### src/rtl/rom_arb_pkg.sv
// Shared definitions for the SDRAM ROM read-channel arbiter and its round-robin picker.
// Holds widths, the FSM state encoding and the wrap-distance helper.
package rom_arb_pkg;

    localparam int ROM_AW        = 23;
    localparam int ROM_DW        = 16;
    localparam int ARB_MAX_PORTS = 8;
    localparam int GRANT_W       = 3;

    typedef enum logic {
        IDLE = 1'b0,
        WAIT = 1'b1
    } arb_state_t;

    // Distance of idx after last on a ring of n entries; last+1 is distance 0.
    function automatic int rr_dist(input int idx, input int last, input int n);
        return (idx - last + n - 32'sd1) % n;
    endfunction

endpackage

### src/rtl/rom_arbiter_rr_pick.sv
// Combinational round-robin selector: first eligible index after 'last', wrapping.
// Also used by the sprite/tile fetch schedulers.
module rr_pick
    import rom_arb_pkg::*;
#(
    parameter int NUM_PORTS = 4
) (
    input  logic [NUM_PORTS-1:0] eligible,
    input  logic [GRANT_W-1:0]   last,
    output logic [GRANT_W-1:0]   sel,
    output logic                 any
);

    int best_s;

    // Keep the eligible port with the smallest ring distance from last.
    always_comb begin
        sel    = 3'd0;
        any    = 1'b0;
        best_s = NUM_PORTS;
        for (int i = 0; i < NUM_PORTS; i++) begin
            if (eligible[i] && (rr_dist(i, int'(last), NUM_PORTS) < best_s)) begin
                best_s = rr_dist(i, int'(last), NUM_PORTS);
                sel    = GRANT_W'(i);
                any    = 1'b1;
            end else begin
                best_s = best_s;
            end
        end
    end

endmodule

### src/rtl/rom_arbiter.sv
// Round-robin sharing of the single SDRAM ROM read channel, one read in flight.
// Requesters hold req until a one-cycle valid; a port is re-served only after dropping req.
module rom_arbiter
    import rom_arb_pkg::*;
#(
    parameter int NUM_PORTS = 4,
    parameter int AW        = ROM_AW,
    parameter int DW        = ROM_DW
) (
    input  logic                    clk,
    input  logic                    reset,
    input  logic [NUM_PORTS-1:0]    req,
    input  logic [NUM_PORTS*AW-1:0] addr,
    output logic [NUM_PORTS-1:0]    valid,
    output logic [DW-1:0]           data,
    output logic [GRANT_W-1:0]      grant,
    output logic                    busy,
    output logic                    sdram_req,
    output logic [AW-1:0]           sdram_addr,
    input  logic [DW-1:0]           sdram_data,
    input  logic                    sdram_valid
);

    arb_state_t           state_r, state_nx_s;
    logic [NUM_PORTS-1:0] served_r, served_nx_s, eligible_s;
    logic [NUM_PORTS-1:0] valid_r, valid_nx_s;
    logic [GRANT_W-1:0]   last_r, grant_r, sel_s;
    logic                 any_s, start_s, done_s, hit_s, req_grant_s;
    logic [AW-1:0]        sel_addr_s, sdram_addr_r;
    logic [DW-1:0]        data_r;
    logic                 busy_r, sdram_req_r;

    assign eligible_s = req & ~served_r;

    rr_pick #(.NUM_PORTS(NUM_PORTS)) u_pick (
        .eligible (eligible_s),
        .last     (last_r),
        .sel      (sel_s),
        .any      (any_s)
    );

    // Address of the winning port and live request level of the current owner.
    always_comb begin
        sel_addr_s  = {AW{1'b0}};
        req_grant_s = 1'b0;
        for (int i = 0; i < NUM_PORTS; i++) begin
            if (sel_s == GRANT_W'(i)) begin
                sel_addr_s = addr[i*AW +: AW];
            end else begin
                sel_addr_s = sel_addr_s;
            end
            if (grant_r == GRANT_W'(i)) begin
                req_grant_s = req[i];
            end else begin
                req_grant_s = req_grant_s;
            end
        end
    end

    // Next state: grant from IDLE, complete in WAIT; a dropped owner gets no pulse.
    always_comb begin
        state_nx_s = state_r;
        start_s    = 1'b0;
        done_s     = 1'b0;
        hit_s      = 1'b0;
        case (state_r)
            IDLE: begin
                if (any_s) begin
                    start_s    = 1'b1;
                    state_nx_s = WAIT;
                end else begin
                    state_nx_s = IDLE;
                end
            end
            WAIT: begin
                if (sdram_valid) begin
                    done_s     = 1'b1;
                    hit_s      = req_grant_s;
                    state_nx_s = IDLE;
                end else begin
                    state_nx_s = WAIT;
                end
            end
            default: begin
                state_nx_s = IDLE;
            end
        endcase
    end

    // Per-port pulse and served bookkeeping; served clears whenever req is low.
    always_comb begin
        valid_nx_s  = {NUM_PORTS{1'b0}};
        served_nx_s = served_r;
        for (int i = 0; i < NUM_PORTS; i++) begin
            if (hit_s && (grant_r == GRANT_W'(i))) begin
                valid_nx_s[i]  = 1'b1;
                served_nx_s[i] = 1'b1;
            end else begin
                valid_nx_s[i]  = 1'b0;
            end
            if (!req[i]) begin
                served_nx_s[i] = 1'b0;
            end else begin
                served_nx_s[i] = served_nx_s[i];
            end
        end
    end

    // State register.
    always_ff @(posedge clk) begin
        if (reset) begin
            state_r <= IDLE;
        end else begin
            state_r <= state_nx_s;
        end
    end

    // Registered datapath; request and address stay frozen for the whole WAIT.
    always_ff @(posedge clk) begin
        if (reset) begin
            served_r     <= {NUM_PORTS{1'b0}};
            valid_r      <= {NUM_PORTS{1'b0}};
            last_r       <= GRANT_W'(NUM_PORTS - 1);
            grant_r      <= 3'd0;
            sdram_addr_r <= {AW{1'b0}};
            sdram_req_r  <= 1'b0;
            busy_r       <= 1'b0;
            data_r       <= {DW{1'b0}};
        end else begin
            served_r <= served_nx_s;
            valid_r  <= valid_nx_s;
            if (start_s) begin
                grant_r      <= sel_s;
                last_r       <= sel_s;
                sdram_addr_r <= sel_addr_s;
                sdram_req_r  <= 1'b1;
                busy_r       <= 1'b1;
            end else if (done_s) begin
                sdram_req_r  <= 1'b0;
                busy_r       <= 1'b0;
            end
            if (hit_s) begin
                data_r <= sdram_data;
            end
        end
    end

    assign valid      = valid_r;
    assign data       = data_r;
    assign grant      = grant_r;
    assign busy       = busy_r;
    assign sdram_req  = sdram_req_r;
    assign sdram_addr = sdram_addr_r;

endmodule

### config.mk
export PLATFORM = sky130hd
export DESIGN_NAME = rom_arbiter
export DESIGN_NICKNAME = d
export VERILOG_FILES = /design/src/rtl/rom_arb_pkg.sv /design/src/rtl/rom_arbiter_rr_pick.sv /design/src/rtl/rom_arbiter.sv
export SDC_FILE = /design/constraint.sdc
export NUM_CORES = 1
export LEC_CHECK = 0
export BUFFER_PORTS_ARGS = -buffer_cell sky130_fd_sc_hd__buf_2
export CAP_MARGIN = 20
export CELL_PAD_IN_SITES_DETAIL_PLACEMENT = 0
export CELL_PAD_IN_SITES_GLOBAL_PLACEMENT = 2
export CORE_UTILIZATION = 28
export DETAILED_ROUTE_END_ITERATION = 6
export GPL_TIMING_DRIVEN = 0
export PLACE_DENSITY_LB_ADDON = 0.2
export RECOVER_POWER = 100
export SLEW_MARGIN = 20
export SYNTH_ARGS = -nofsm -noshare
export SYNTH_HDL_FRONTEND = slang
export SYNTH_SLANG_ARGS = --single-unit
### constraint.sdc
create_clock -name clk -period 8 [get_ports clk]
set_input_delay 1.6 -clock clk [delete_from_list [all_inputs] [get_ports clk]]
set_output_delay 1.6 -clock clk [all_outputs]
set_load 0.1 [all_outputs]
==> results.md <==
* Crit path max fanout at 10
* PD cells at 466 mW/mm^2
* Post-route clock period utilization at 79.0%
* Std-Cell Rows at 38
* Ant. Diodes at 0
* Max Clock Freq at 158 MHz
* Leading area contributor after synthesis: dfxtp_1
* Critical path depth at 18
* Layout cells sized above 1 at 35.2%
* Fin. max-slew vios at 0
* Placed cells at 627
* Worst-path cell chain: clkbuf_1 > or2b_1 > o32a_1 > ha_1 > nand4b_1 > a21o_1 > clkbuf_1 > clkbuf_1 > nand2_1 > o21ai_0 > ha_1 > a21o_1 > a31o_2 > o21ai_0 > o211ai_1 > buf_6 > o211ai_1 > a211oi_1
* DR vias/cell at 4.90
* Clock Sinks at 53
* DRC viols at 0
* Fillers at 1,174
* Peak supply drop at 0.194 mV
* Post-CTS Hold Buffers at 0
* Port Buf Inserts at 160
* Worst setup EP type: register
* Mean Syn Cell Area at 9.83 um^2
* Hold_sp: sdram_addr[13]
* Worst hold path stage count at 2
* First-pass GRT wire length at 15.2 mm
* Drt pass-1 iters at 4
* Antenna-violating nets left at 0
* Register Area at 0.00106 mm^2
* Clock-pin slew on the worst setup and hold paths at 0.07 ns
* Cell area after synthesis at 0.00322 mm^2
* Fin nets at 616
* Sw frac at 56.2%
* Die footprint at 0.0119 mm^2
* # Max-Cap Violations at 0
* WL/cell at 16.1 um
* Core box area at 0.0110 mm^2
* Psw at 0.00111 W
* Synth Net Count at 449
* Post-CTS Resized at 0
* TritonCTS buffer count at 5
* I/O pins at 163
* DP HPWL at 7.97 mm
* Most frequent cell after synthesis: dfxtp_1
* Delay of the slowest critical-path stage at 0.87 ns
* Post-CTS Setup Inserts at 0
* Max-slew headroom at 18.0%
* Final setup TNS at 0 ns
* Setup violations, final at 0
* Required time of the critical path at 8.20 ns
* Slew @ Worst Pin at 1.24 ns
* H-tree depth at 2
* Final WL at 10.2 mm
* Buffer depth of the longest clock path at 2
* Register area share after synthesis at 33.0%
* Outcome: finished clean
* Ys Warns at 0
* Reg2reg setup slack at 2.58 ns
* Tmin final at 6.32 ns
* CTS tree: built
* Crit path max-delay family: compound AO/OA/AOI/OAI gates
* Critical-path top delay cell: o211ai_1
* CP most frequent cell: clkbuf_1
* Initial antenna violation count at 0
* Die height at 109 um
* #FFs+latches synth at 53
* Final GP Congestion at 0.740
* Startpoint Class: primary input
* Total congestion overflow at 0
* Vias in the first global route at 2,880
* Worst R2R Start: last_r[0]
* Worst-Skew Late Latency at 0.29 ns
* Worst Hold Class: reg -> reg
* Multi-input logic area at 0.00179 mm^2
* Lkg Pwr at 1.86 nW
* Reg power frac at 18.9%
* Synth unique cells at 57
* Clock root buffer: clkbuf_16
* Hold Path End: sdram_addr[13]
* Number of synthesized flops with an enable pin at 0
* Layout overhead on the synthesized area at 31.5%
* Synth area leaders: dfxtp_1, mux2i_1, a21oi_1, clkbuf_8, mux2_2
* Hold Vio Cnt, Final at 0
* Non-Filler Instances at 635
* Mapped Cells at 327
* Initial DRC Count at 118
* Synth top area share at 33.0%
* Ys flop type: dfxtp_1
* Reg2Reg Depth at 18
* Async SR Flop Fraction at 0%
* Clock share of power at 12.8%
* Total track usage at 16.7%
* RSZ-0062 raised after global routing: false
* Tot Pwr at 0.00197 W
* Crit path buf inv count at 4
* WP data arrival at 6.52 ns
* Largest net degree at the start of global routing at 17
* R2r endpoint: sdram_addr[18]
* Kind of critical path: in -> reg
* Clock Skew at 0.00556 ns
* Final Hold Slack at 0.449 ns
* Internal power at 0.000863 W
* Critical path origin: req[0]
* Total number of vias at 3,109
* Die width at 109 um
* Synth top cells by count: dfxtp_1, a21oi_1, nor2_1
* Combinational Power Share at 68.3%
* Initial Utilization at 29.2%
## sequential cells by signal, indices dropped and copies added, names as in the netlist
name / cells
sdram_req: 1
served_r: 4
last_r: 2
valid: 4
data: 16
sdram_addr: 23
state_r: 1
grant: 2
## through the flow
stage	util (%)	cell area (um^2)	setup WS, ns
2_1_floorplan	-	3220	3.00
3_3_place_gp	38.0	4190	2.44
3_5_place_dp	38.0	4190	2.36
4_1_cts	39.5	4360	2.66
5_1_grt	38.3	4230	1.26
6_report	38.3	4230	1.68
## cell type report
cell class	count	share of cell area, %
Tap cell	140	4.14
Clock buffer	6	3.05
Multi-Input combinational cell	241	42.3
Timing Repair Buffer	160	17.5
Buffer	30	6.75
Clock inverter	2	0.917
Inverter	3	0.266
Sequential cell	53	25.1
## tightest hold or removal path: cells and delay by family (launching register included)
kind	cells	cell delay, ns
AO/OA/AOI/OAI	1	0.05
flip-flops	1	0.31
AND/OR/NAND/NOR	1	0.05
## per-layer routing
| metal | track usage [%] | up-vias | share of wire (%) | wire length [um] |
|---|---|---|---|---|
| li1 | - | 1566 | - | - |
| met1 | 22.0 | 1401 | 46 | 4660 |
| met2 | 28.0 | 136 | 45 | 4610 |
| met3 | 3.47 | 6 | 8.6 | 878 |
| met4 | 3.19 | 0 | 0.69 | 71 |
| met5 | 0 | - | 0 | 0 |
## worst max-delay path by stage
| stage | slack, ns | end |
|---|---|---|
| finish | 1.68 | sdram_addr[18] |
| global route | 1.26 | sdram_addr[18] |
| CTS | 2.66 | sdram_addr[5] |
| detailed placement | 2.36 | sdram_addr[5] |
| global placement | 2.44 | sdram_addr[21] |
| floorplan | 3.00 | sdram_addr[15] |
## cells by family (layout without fill, tap and decap cells)
group | Yosys count | count (layout) | synth area share [%]
AOI/OAI and AO/OA | 108 | 108 | 27.2
and+or+nand+nor | 82 | 82 | 12.3
DFF | 53 | 53 | 33.0
muxes | 41 | 41 | 13.8
buffers and inverters | 33 | 201 | 10.5
adders and majority gates | 7 | 7 | 2.72
other | 2 | 2 | 0.234
xor gates and xnor gates | 1 | 1 | 0.272
## cell usage in the layout (no fill, tap or decap), drive strengths merged, types with 4 or more instances in the layout
| cell type | instances |
|---|---|
| ha | 7 |
| o221ai | 16 |
| a221oi | 16 |
| a21o | 4 |
| mux2i | 24 |
| a21oi | 42 |
| a2bb2oi | 4 |
| a211oi | 5 |
| mux2 | 16 |
| nor3b | 4 |
| a311oi | 4 |
| buf | 118 |
| clkbuf | 77 |
| nand2 | 27 |
| o211ai | 4 |
| dfxtp | 53 |
| nor2 | 33 |
## power by group through the flow
stage	registers, W	clock network, W	logic (W)
finish	0.000372	0.000253	0.00135
global route	0.000383	0.000268	0.00144
CTS	0.000372	0.000264	0.00142
detailed placement	0.000377	0	0.00142
global placement	0.000376	0	0.00140
floorplan	0.000805	0	0.000710
No activity file was read; power rests on OpenSTA's default activity.
